**src/rtl/fifo_uart_tx.sv**
```systemverilog
// FIFO drain stage: pops one word per frame and serialises it as a UART frame.
// Optional even-parity bit is enabled by defining FIFO_UART_TX_PARITY_EN.
module fifo_uart_tx #(
  parameter int DATA_WIDTH   = 8,
  parameter int CLKS_PER_BIT = 16
) (
  input  logic                  clk,
  input  logic                  rst,
  input  logic                  fifo_empty,
  input  logic [DATA_WIDTH-1:0] fifo_data,
  output logic                  fifo_r_en,
  output logic                  tx,
  output logic                  busy,
  output logic                  tx_done
);

  localparam int CNT_W = $clog2(CLKS_PER_BIT);
  localparam int BIT_W = (DATA_WIDTH > 1) ? $clog2(DATA_WIDTH) : 1;
  localparam logic [CNT_W-1:0] CNT_LAST = CNT_W'(CLKS_PER_BIT - 1);
  localparam logic [BIT_W-1:0] BIT_LAST = BIT_W'(DATA_WIDTH - 1);

  typedef enum logic [2:0] {
    S_IDLE,
    S_FETCH,
    S_START,
    S_DATA,
`ifdef FIFO_UART_TX_PARITY_EN
    S_PARITY,
`endif
    S_STOP
  } state_t;

  state_t                r_state, w_state_nx;
  logic [CNT_W-1:0]      r_cnt, w_cnt_nx;
  logic [BIT_W-1:0]      r_bit, w_bit_nx;
  logic [DATA_WIDTH-1:0] r_shift, w_shift_nx;
  logic                  r_tx, r_busy, r_done;
  logic                  w_tx_nx, w_busy_nx, w_done_nx;
  logic                  w_ren, w_cnt_end;
`ifdef FIFO_UART_TX_PARITY_EN
  logic                  r_par, w_par_nx;
`endif

  assign w_ren     = !rst && (r_state == S_IDLE) && !fifo_empty;
  assign w_cnt_end = (r_cnt == CNT_LAST);

  assign fifo_r_en = w_ren;
  assign tx        = r_tx;
  assign busy      = r_busy;
  assign tx_done   = r_done;

  always_comb begin
    w_state_nx = r_state;
    w_cnt_nx   = r_cnt;
    w_bit_nx   = r_bit;
    w_shift_nx = r_shift;
`ifdef FIFO_UART_TX_PARITY_EN
    w_par_nx   = r_par;
`endif
    unique case (r_state)
      S_IDLE: if (w_ren) w_state_nx = S_FETCH;
      S_FETCH: begin
        w_shift_nx = fifo_data;
`ifdef FIFO_UART_TX_PARITY_EN
        w_par_nx   = ^fifo_data;
`endif
        w_cnt_nx   = '0;
        w_bit_nx   = '0;
        w_state_nx = S_START;
      end
      S_START: begin
        if (w_cnt_end) begin
          w_cnt_nx   = '0;
          w_state_nx = S_DATA;
        end else begin
          w_cnt_nx = r_cnt + CNT_W'(1);
        end
      end
      S_DATA: begin
        if (w_cnt_end) begin
          w_cnt_nx   = '0;
          w_shift_nx = r_shift >> 1;
          if (r_bit == BIT_LAST) begin
`ifdef FIFO_UART_TX_PARITY_EN
            w_state_nx = S_PARITY;
`else
            w_state_nx = S_STOP;
`endif
          end else begin
            w_bit_nx = r_bit + BIT_W'(1);
          end
        end else begin
          w_cnt_nx = r_cnt + CNT_W'(1);
        end
      end
`ifdef FIFO_UART_TX_PARITY_EN
      S_PARITY: begin
        if (w_cnt_end) begin
          w_cnt_nx   = '0;
          w_state_nx = S_STOP;
        end else begin
          w_cnt_nx = r_cnt + CNT_W'(1);
        end
      end
`endif
      S_STOP: begin
        if (w_cnt_end) begin
          w_cnt_nx   = '0;
          w_state_nx = S_IDLE;
        end else begin
          w_cnt_nx = r_cnt + CNT_W'(1);
        end
      end
      default: begin
        w_cnt_nx   = '0;
        w_state_nx = S_IDLE;
      end
    endcase

    // Outputs are decoded from next-state values so the registered copies line up with r_state.
    w_tx_nx = 1'b1;
    case (w_state_nx)
      S_START:  w_tx_nx = 1'b0;
      S_DATA:   w_tx_nx = w_shift_nx[0];
`ifdef FIFO_UART_TX_PARITY_EN
      S_PARITY: w_tx_nx = w_par_nx;
`endif
      default:  w_tx_nx = 1'b1;
    endcase
    w_busy_nx = (w_state_nx != S_IDLE);
    w_done_nx = (w_state_nx == S_STOP) && (w_cnt_nx == CNT_LAST);
  end

  always_ff @(posedge clk) begin
    if (rst) begin
      r_state <= S_IDLE;
      r_cnt   <= '0;
      r_bit   <= '0;
      r_shift <= '0;
      r_tx    <= 1'b1;
      r_busy  <= 1'b0;
      r_done  <= 1'b0;
`ifdef FIFO_UART_TX_PARITY_EN
      r_par   <= 1'b0;
`endif
    end else begin
      r_state <= w_state_nx;
      r_cnt   <= w_cnt_nx;
      r_bit   <= w_bit_nx;
      r_shift <= w_shift_nx;
      r_tx    <= w_tx_nx;
      r_busy  <= w_busy_nx;
      r_done  <= w_done_nx;
`ifdef FIFO_UART_TX_PARITY_EN
      r_par   <= w_par_nx;
`endif
    end
  end

endmodule

```
**config.mk**
```make
export PLATFORM = sky130hd
export DESIGN_NAME = fifo_uart_tx
export DESIGN_NICKNAME = d
export VERILOG_FILES = /design/src/rtl/fifo_uart_tx.sv
export SDC_FILE = /design/constraint.sdc
export NUM_CORES = 1
export LEC_CHECK = 0
export BUFFER_PORTS_ARGS = -buffer_cell sky130_fd_sc_hd__buf_2
export CAP_MARGIN = 0
export CORE_MARGIN = 2
export CORE_UTILIZATION = 49
export DETAILED_ROUTE_END_ITERATION = 8
export HOLD_SLACK_MARGIN = 0.06
export PLACE_DENSITY = 0.78
export RECOVER_POWER = 100
export SYNTH_ARGS = -nofsm -noshare
export SYNTH_HDL_FRONTEND = slang
export SYNTH_SLANG_ARGS = --single-unit
```
**constraint.sdc**
```tcl
create_clock -name clk -period 1.5 [get_ports clk]
set_clock_uncertainty 0.15 [all_clocks]
set_input_delay 0.3 -clock clk [delete_from_list [all_inputs] [get_ports clk]]
set_output_delay 0.3 -clock clk [all_outputs]
set_load 0.01 [all_outputs]
```
# [After elaboration in Yosys (flattened, before gate mapping)]
# Index checks and enable logic that the tools add are counted.
[op_classes] n_eq_ne=12 muxes=14 n_reduce_logical=11 n_addsub=2
[op_table] op="3-bit two-way mux" n=7
[op_table] op="8-bit one-hot mux with 2 select lines" n=1
[op_table] op="3-bit one-hot mux with 5 select lines" n=1
[op_table] op="3-bit by 2-bit equality test with 1-bit output, second input constant" n=4
[op_table] op="3-bit equality test, second input constant" n=3
[op_table] op="4-bit equality test, second input constant" n=2
[op_table] op="8-bit two-way mux" n=1
[op_table] op="4-bit one-hot mux with 2 select lines" n=1
[op_table] op="3-bit one-hot mux with 2 select lines" n=1
[op_table] op="4-bit by 1-bit adder with 4-bit output, second input constant" n=1
[op_table] op="4-bit two-way mux" n=1
[op_table] op="2-bit inequality test, second input constant" n=2
[op_table] op="3-bit by 1-bit adder with 3-bit output, second input constant" n=1
[op_table] op="3-bit by 1-bit equality test with 1-bit output, second input constant" n=1
[op_table] op="1-bit logical AND" n=3
[op_table] op="3-bit zero test" n=1
[op_table] op="3-bit AND reduction" n=1
[op_table] op="3-bit nonzero test" n=1
[op_table] op="3-bit OR reduction" n=1
[op_table] op="1-bit zero test" n=2
[op_table] op="1-bit one-hot mux with 2 select lines" n=1
[op_table] op="2-bit AND reduction" n=1
[op_table] op="2-bit nonzero test" n=1
[totals] register_bits=21 in_bits=11 elab_cells=47

# [Logic depth before layout (Yosys ltp)]
# Gate-level depths: netlist of run 1.
[depth] word_depth=7 mapped_depth=6 ltp_nobuf=6

# [Worst setup path after synthesis of run 1]
# No wires, ideal clock.
[synth_path] path_type="register -> register" start="register r_cnt[0]" end="register r_busy, in the netlist busy" period_less_slack_ns=1.654 path_buffers=0 slack_ns=-0.154 arrival_ns=1.442 stages_incl_launch_ff=6 path_cell_list="dfxtp_1 ha_1 and3_1 o21ai_0 a2111o_1 nand3b_1"
[synth_between] elab_chain_len=4
[synth_lines] element="start, declared" line="34" source="logic [CNT_W-1:0] r_cnt, w_cnt_nx;"
[synth_lines] element="start signal, assigned" line="148" source="r_cnt <= w_cnt_nx;"
[synth_lines] element="4-bit equality test *" line="45" source="assign w_cnt_end = (r_cnt == CNT_LAST);"
[synth_lines] element="3-bit two-way mux (on tied branches)" line="107, 72, 80"
[synth_lines] element="3-bit one-hot mux with 5 select lines *" line="60" source="unique case (r_state)"
[synth_lines] element="3-bit nonzero test *" line="130" source="w_busy_nx = (w_state_nx != S_IDLE);"
[synth_lines] element="end signal, assigned" line="152" source="r_busy <= w_busy_nx;"
[synth_lines] element="end, declared" line="37" source="logic r_tx, r_busy, r_done;"
# Mark *: on every way between the ends. The rest lies on a longest branch, timed or not.
# A chain may end at the register's enable or synchronous reset.

# [Worst setup path after layout of run 1]
[layout_path] start="register r_state[0]" end="output fifo_r_en"
[layout_between] elab_chain_len=3
[layout_lines] element="start, declared" line="33" source="state_t r_state, w_state_nx;"
[layout_lines] element="start signal, assigned" line="147" source="r_state <= w_state_nx;"
[layout_lines] element="3-bit zero test" line="44" source="assign w_ren = !rst && (r_state == S_IDLE) && !fifo_empty;"
[layout_lines] element="1-bit logical AND (2 in a row)" line="44"
[layout_lines] element="end, declared" line="11" source="output logic fifo_r_en,"
# Every way passes these cells.

==> metrics.csv, run 1 <==
metric;value;unit
Layout Utilization;85.0;%
final setup vio count;19;
final design area excluding fillers;1680;µm²
final period demand of the worst path;2.09;ns
Static Leak;0.640;nW
sort of element at the end of the critical path;output pin;
type of the tightest min-delay check;input port to register;
placed cell areas;1310;µm²
cell total after placement;179;
asr flop ratio synth;0;%
critical path class;register to output pin;
setup repair after global routing missed its margin;yes;
Relative slew margins;72.2;%
result of the run;complete, but fails checks;
dominant cells by area after synthesis;dfxtp_1 (41%), nor3_1 (6.3%), nor2_1 (6.2%);
largest net degree at the start of global routing;21;
violations in the final reports;setup timing;
highest clock rate;0.478;GHz
CP arrival;1.64;ns
proportion of synthesized chip area in sequential cells;40.6;%
register clock-pin slew on the reported worst setup and hold paths;0.14;ns
total of fill cells in the finished design;100;
count of boundary I/O pins;15;
global-route usage over all layers;27.0;%
Buffers on Ports;14;
fraction of layout cells with a size suffix above 1;58.9;%
required time at the worst-slack endpoint;1.05;ns
Worst Setup Slack, final;-0.592;ns
nets;178;
number of antenna violations at the first check in global routing;0;
max-cap violation count;0;
highest ir drop seen on vdd;578;µV
synth unique cells;42;
Routed WL per cell;23.1;µm
via count;1226;
total number of clock tree sinks;21;
power density cells;667;nW/µm²
Post-Synthesis Mean Instance Area;8.62;µm²
multi-input gate area in the final layout;820;µm²
total routed wirelength;4390;µm
first-iteration detailed-routing DRC count;61;
flip-flop and latch area;435;µm²
Row Count;16;
CTS Buffer Depth;2;
CTS hold repair buffers;0;
die extent in x;50.0;µm
via-per-instance ratio;6.45;
Post-Layout Cell Count;190;
Synth Register Bits;21;
area growth from synthesis to layout;62.8;%
buffer type at the clock tree root;clkbuf_4;
number of nets in the synthesized netlist;134;
Vert. Die Dim;50.0;µm
leading area contributor after synthesis;dfxtp_1;
post-layout total power;0.00112;W
Max Transition Viols Final;0;
final HPWL from detailed placement;1960;µm
First-pass DRT Iterations;4;
TritonCTS clock tree;yes;
cts bufs inserted;3;
die area;2500;µm²
cell type group with the largest total delay on the critical path;simple AND/OR/NAND/NOR gates;
highest-delay cell along the critical path;dfxtp_2;
number of DRC violations after detailed routing;0;
critical path buffer and inverter count;2;
Clock H-tree levels;1;
fraction of synthesized cell area taken by the top area cell type;40.6;%
Placeable Area;1980;µm²
worst-path cell chain;buf_4, or3_1, nor3_1, buf_2;
DRT antenna net count;0;
final count of hold timing violations;0;
CP Launch Type;register;
actual transition at the worst max-transition pin;0.414;ns
Post-Syn Instances;120;
critical-path maximum fanout;8;
Synth warnings;0;
number of enable-type register cells in the synthesized netlist;0;
Final Cycle Share;139;%
gp weighted congestion;0.837;
global-route wire length before repair;5100;µm
via count of the first global-routing pass;1081;
slack of the worst reg-to-reg path;-0.24;ns
starting density of the core;52.2;%
antenna fix cells;0;
insertion delay of the later-clocked pin in the worst-skew pair;0.32;ns
final global-route overflow total;0;
summed instance area of the synthesized netlist;1030;µm²
delay of the slowest critical-path stage;0.39;ns
top flip-flop cell by instance count after synthesis;dfxtp_1;
-- synth_stat cells, types with 3 or more instances --
master	n
inv_1	3
o22ai_1	7
dfxtp_1	21
a21oi_1	4
a22oi_1	4
nand3_1	5
nor3_1	13
o21ai_0	3
ha_1	3
nand2b_1	3
nor2_1	17
-- metrics by stage --
stage	hold WS, ns	setup slack, ns	setup TNS, ns
2_1_floorplan	0.240	-0.0923	-0.250
3_3_place_gp	0.310	-0.131	-0.969
3_5_place_dp	0.317	-0.157	-1.72
4_1_cts	0.110	-0.415	-1.66
5_1_grt	0.102	-0.617	-4.15
6_report	0.100	-0.592	-3.37
-- worst paths after layout --
check,end,start,cells after the start
worst max-delay path,fifo_r_en,r_state[0],4
worst min-delay path,r_shift[7],fifo_data[7],3
worst max register to register,busy,r_state[1],4
worst min register to register,r_shift[5],r_shift[6],2
-- cell families after synthesis --
family	after synthesis	share of synthesized area, %
flops	21	40.6
buf+inv	11	5.68
xor+xnor	1	0.847
simple gates	50	25.2
mux	2	2.06
fa+ha+maj	3	3.63
compound gates	32	22.0
-- report_power, final --
| group | switching, W | internal (W) | leakage (nW) | total (W) |
|---|---|---|---|---|
| Clock | 0.000202 | 0.0000997 | 0.0177 | 0.000302 |
| Sequential | 0.0000199 | 0.000577 | 0.175 | 0.000597 |
| Combinational | 0.000122 | 0.000103 | 0.447 | 0.000225 |
| Total | 0.000345 | 0.000779 | 0.640 | 0.00112 |
-- routing by layer --
layer / track usage (%) / routed length, µm / vias to the layer above
met5: 0 / 0 / -
met3: 4.24 / 349 / 21
met2: 48.4 / 2200 / 85
li1: - / - / 529
met1: 33.5 / 1670 / 591
met4: 6.02 / 170 / 0
-- state kept, by name, indices dropped and copies added, names as in the netlist --
signal and cells:
r_shift 8, r_cnt 4, r_bit 3, r_state 3, busy 1, tx 1, tx_done 1
-- worst min-delay path: cells and delay by family --
family,cells,cell delay [ns]
buf+inv,1,0.10
simple gates,1,0.07
compound gates,1,0.06
-- placed cells by master (no fill, tap or decap), drive strengths merged, types with 2 or more instances in the layout --
cell type / n
nand2b: 3
a21oi: 4
and3: 2
o22ai: 7
or3b: 2
ha: 3
clkbuf: 6
nor2: 17
dfxtp: 21
a22oi: 4
inv: 3
buf: 44
nand3: 5
nor3: 13
o21ai: 4
a21o: 2
-- area by class of cell --
type                            instances  area share, %
Timing Repair Buffer                   47           21.2
Multi-Input combinational cell         88           48.7
Clock buffer                            3           1.34
Clock inverter                          1          0.297
Tap cell                               27           2.01
Sequential cell                        21           25.9
Inverter                                3          0.669
-- repair_timing --
item / 4_1_cts / 5_1_grt
setup buffers: 2 / 5
gates resized for setup: 33 / 29
endpoints found under the setup margin: 19 / 21
pin swaps: 11 / 10
Note: power is estimated with default switching activity, not from simulation.
==> inputs of run 2 (changes only) <==
- MAX_ROUTING_LAYER: default -> met4
==> run 2 against run 1 <==
Against the previous run:
- the run still ends with setup timing left
- setup slack improved by 0.010 ns
- register-to-register slack improved by 0.02 ns
- combinational power fell by 8.9%
- clock power fell by 4%
- core utilization fell by 2.5 points
- sequential cell count did not move
- wire length fell by 13%
- critical path depth did not move
- cell area fell by 3.0%
- fmax rose by 0.50%
- first-iteration DRC count rose by 11%
- die area did not move
==> metrics.csv, run 2 (same netlist as run 1, synthesis figures left out) <==
metric;value;unit;change
die area;2500;µm²;unchanged
first-iteration detailed-routing DRC count;68;;+11%
final count of hold timing violations;0;;unchanged
CTS hold repair buffers;0;;unchanged
via-per-instance ratio;6.25;;-3.1%
setup repair after global routing missed its margin;yes;;
Routed WL per cell;20.3;µm;-12%
Clock H-tree levels;1;;unchanged
insertion delay of the later-clocked pin in the worst-skew pair;0.31;ns;about the same
sort of element at the end of the critical path;output pin;;
highest-delay cell along the critical path;or3_1;;
power density cells;667;nW/µm²;about the same
worst reg2reg startpoint;r_state[1];;
number of antenna violations at the first check in global routing;0;;unchanged
fraction of power consumed by sequential logic;54.7;%;+1.6 points
critical-path maximum fanout;4;;-4
Max Transition Viols Final;0;;unchanged
fraction of power spent switching nets;29.2;%;-1.5 points
final setup vio count;20;;+1
global-route usage over all layers;27.7;%;+0.74 points
gp weighted congestion;0.850;;+1.6%
worst-path cell chain;buf_4, or3_1, nor3_1, buf_2;;
cell type group with the largest total delay on the critical path;simple AND/OR/NAND/NOR gates;;
antenna fix cells;0;;unchanged
hold path endpoint;r_shift[7];;
CP arrival;1.63;ns;about the same
delay of the slowest critical-path stage;0.40;ns;about the same
required time at the worst-slack endpoint;1.05;ns;about the same
critical path depth in cells;4;;unchanged
Min-Delay Startpoint;fifo_data[7];;
result of the run;complete, but fails checks;;
highest ir drop seen on vdd;621;µV;+7.4%
switching power summed over all nets;0.000318;W;-7.8%
largest net degree at the start of global routing;21;;unchanged
actual transition at the worst max-transition pin;0.359;ns;-0.0545 ns
highest clock rate;0.480;GHz;+0.50%
Placeable Area;1980;µm²;unchanged
Clk network pwr share;26.5;%;-0.4 points
First-pass DRT Iterations;4;;unchanged
Final Cycle Share;139;%;-0.69 points
largest registers ranked by flip-flop count;r_shift (8), r_cnt (4);;
violations in the final reports;setup timing;;
register clock-pin slew on the reported worst setup and hold paths;0.13;ns;about the same
count of boundary I/O pins;15;;unchanged
Worst Setup Slack, final;-0.582;ns;+0.0103 ns
cts bufs inserted;3;;unchanged
register with the most flip-flops;r_shift;;
slack of the worst reg-to-reg path;-0.22;ns;+0.02 ns
Buffers on Ports;14;;unchanged
TritonCTS clock tree;yes;;
number of cells on the worst reg-to-reg path;4;;unchanged
final period demand of the worst path;2.08;ns;-0.0104 ns
nets;177;;-0.56%
flip-flop count of the largest register after layout;8;;unchanged
buffer type at the clock tree root;clkbuf_4;;
via count;1182;;-3.6%
die extent in x;50.0;µm;unchanged
Static Leak;0.626;nW;-2.2%
combinational power share;18.8;%;-1.2 points
cell internal pwr;0.000771;W;-0.99%
critical path class;register to output pin;;
total routed wirelength;3830;µm;-13%
Vert. Die Dim;50.0;µm;unchanged
critical path buffer and inverter count;2;;unchanged
most common cell after layout, fill and taps aside;buf_4;;
CTS Buffer Depth;2;;unchanged
CP Launch Type;register;;
most frequent cells in the layout;buf_4 (25), dfxtp_1 (14), nor2_1 (13);;
Row Count;16;;unchanged
fraction of layout cells with a size suffix above 1;57.4;%;-1.5 points
via count of the first global-routing pass;1080;;-0.093%
number of DRC violations after detailed routing;0;;unchanged
total number of clock tree sinks;21;;unchanged
area growth from synthesis to layout;57.9;%;
max-cap violation count;0;;unchanged
final HPWL from detailed placement;1960;µm;unchanged
global-route wire length before repair;5100;µm;unchanged
type of the tightest min-delay check;input port to register;;
final global-route overflow total;0;;unchanged
post-layout total power;0.00109;W;-3.1%
DRT antenna net count;0;;unchanged
number of cells traversed by the worst hold path;3;;unchanged
starting density of the core;52.2;%;unchanged
Relative slew margins;76.0;%;+3.8 points
endpoint of the lowest-slack register-to-register path;busy;;
Total Negative Setup Slacks;-2.81;ns;+0.557 ns
[run 2: cell types whose count changed in the layout (fill, tap and decap cells not counted), sizes merged]
cell and change:
buf -1
[run 2: what timing repair did]
action	CTS	global route
setup endpoints to repair	19	21
pin swaps	11	9
hold endpoints to repair	0	0
setup buffers	2	4
resized for setup	33	23
[run 2: how the worst max path moves through the flow]
stage	slack (ns)	end	start
floorplan	-0.09	busy	r_state[1]
global placement	-0.13	tx	r_state[1]
detailed placement	-0.16	tx	r_state[1]
CTS	-0.41	fifo_r_en	r_state[2]
global route	-0.63	fifo_r_en	r_state[2]
finish	-0.58	fifo_r_en	r_state[2]
[run 2: power by group through the flow]
stage	sequential [W]	combinational, W	clock [W]
floorplan	0.000603	0.0000919	0
global placement	0.000604	0.000135	0
detailed placement	0.000605	0.000140	0
CTS	0.000591	0.000164	0.000285
global route	0.000598	0.000215	0.000309
finish	0.000596	0.000205	0.000289
[run 2: final cells by class]
type	instances	area, µm²
fillers	103	348
multi-input cells	88	795
repair buffers	46	333
flip-flops and latches	21	434
inverters	3	11.3
clock inverters	1	5.00
well taps	27	33.8
clock buffers	3	22.5
[run 2: through the flow]
stage / setup WS, ns / instances / utilization [%] / hold WS (ns) / area (µm²)
floorplan: -0.0923 / 120 / - / 0.240 / 1070
global placement: -0.131 / 179 / 66.0 / 0.310 / 1310
detailed placement: -0.157 / 179 / 66.0 / 0.317 / 1310
CTS: -0.415 / 185 / 75.6 / 0.110 / 1500
global route: -0.628 / 189 / 82.4 / 0.118 / 1630
finish: -0.582 / 189 / 82.4 / 0.101 / 1630
[run 2: metal layers]
layer	global-route usage (%)	wire [µm]	up-vias
met4	6.48	153	0
li1	-	-	535
met5	-	0	-
met3	4.24	252	23
met2	47.8	1840	74
met1	33.9	1590	550
[run 2: tightest hold or removal path, stage by stage]
cell     delay, ns
buf_2         0.10
nand3_1       0.07
a21oi_1       0.06
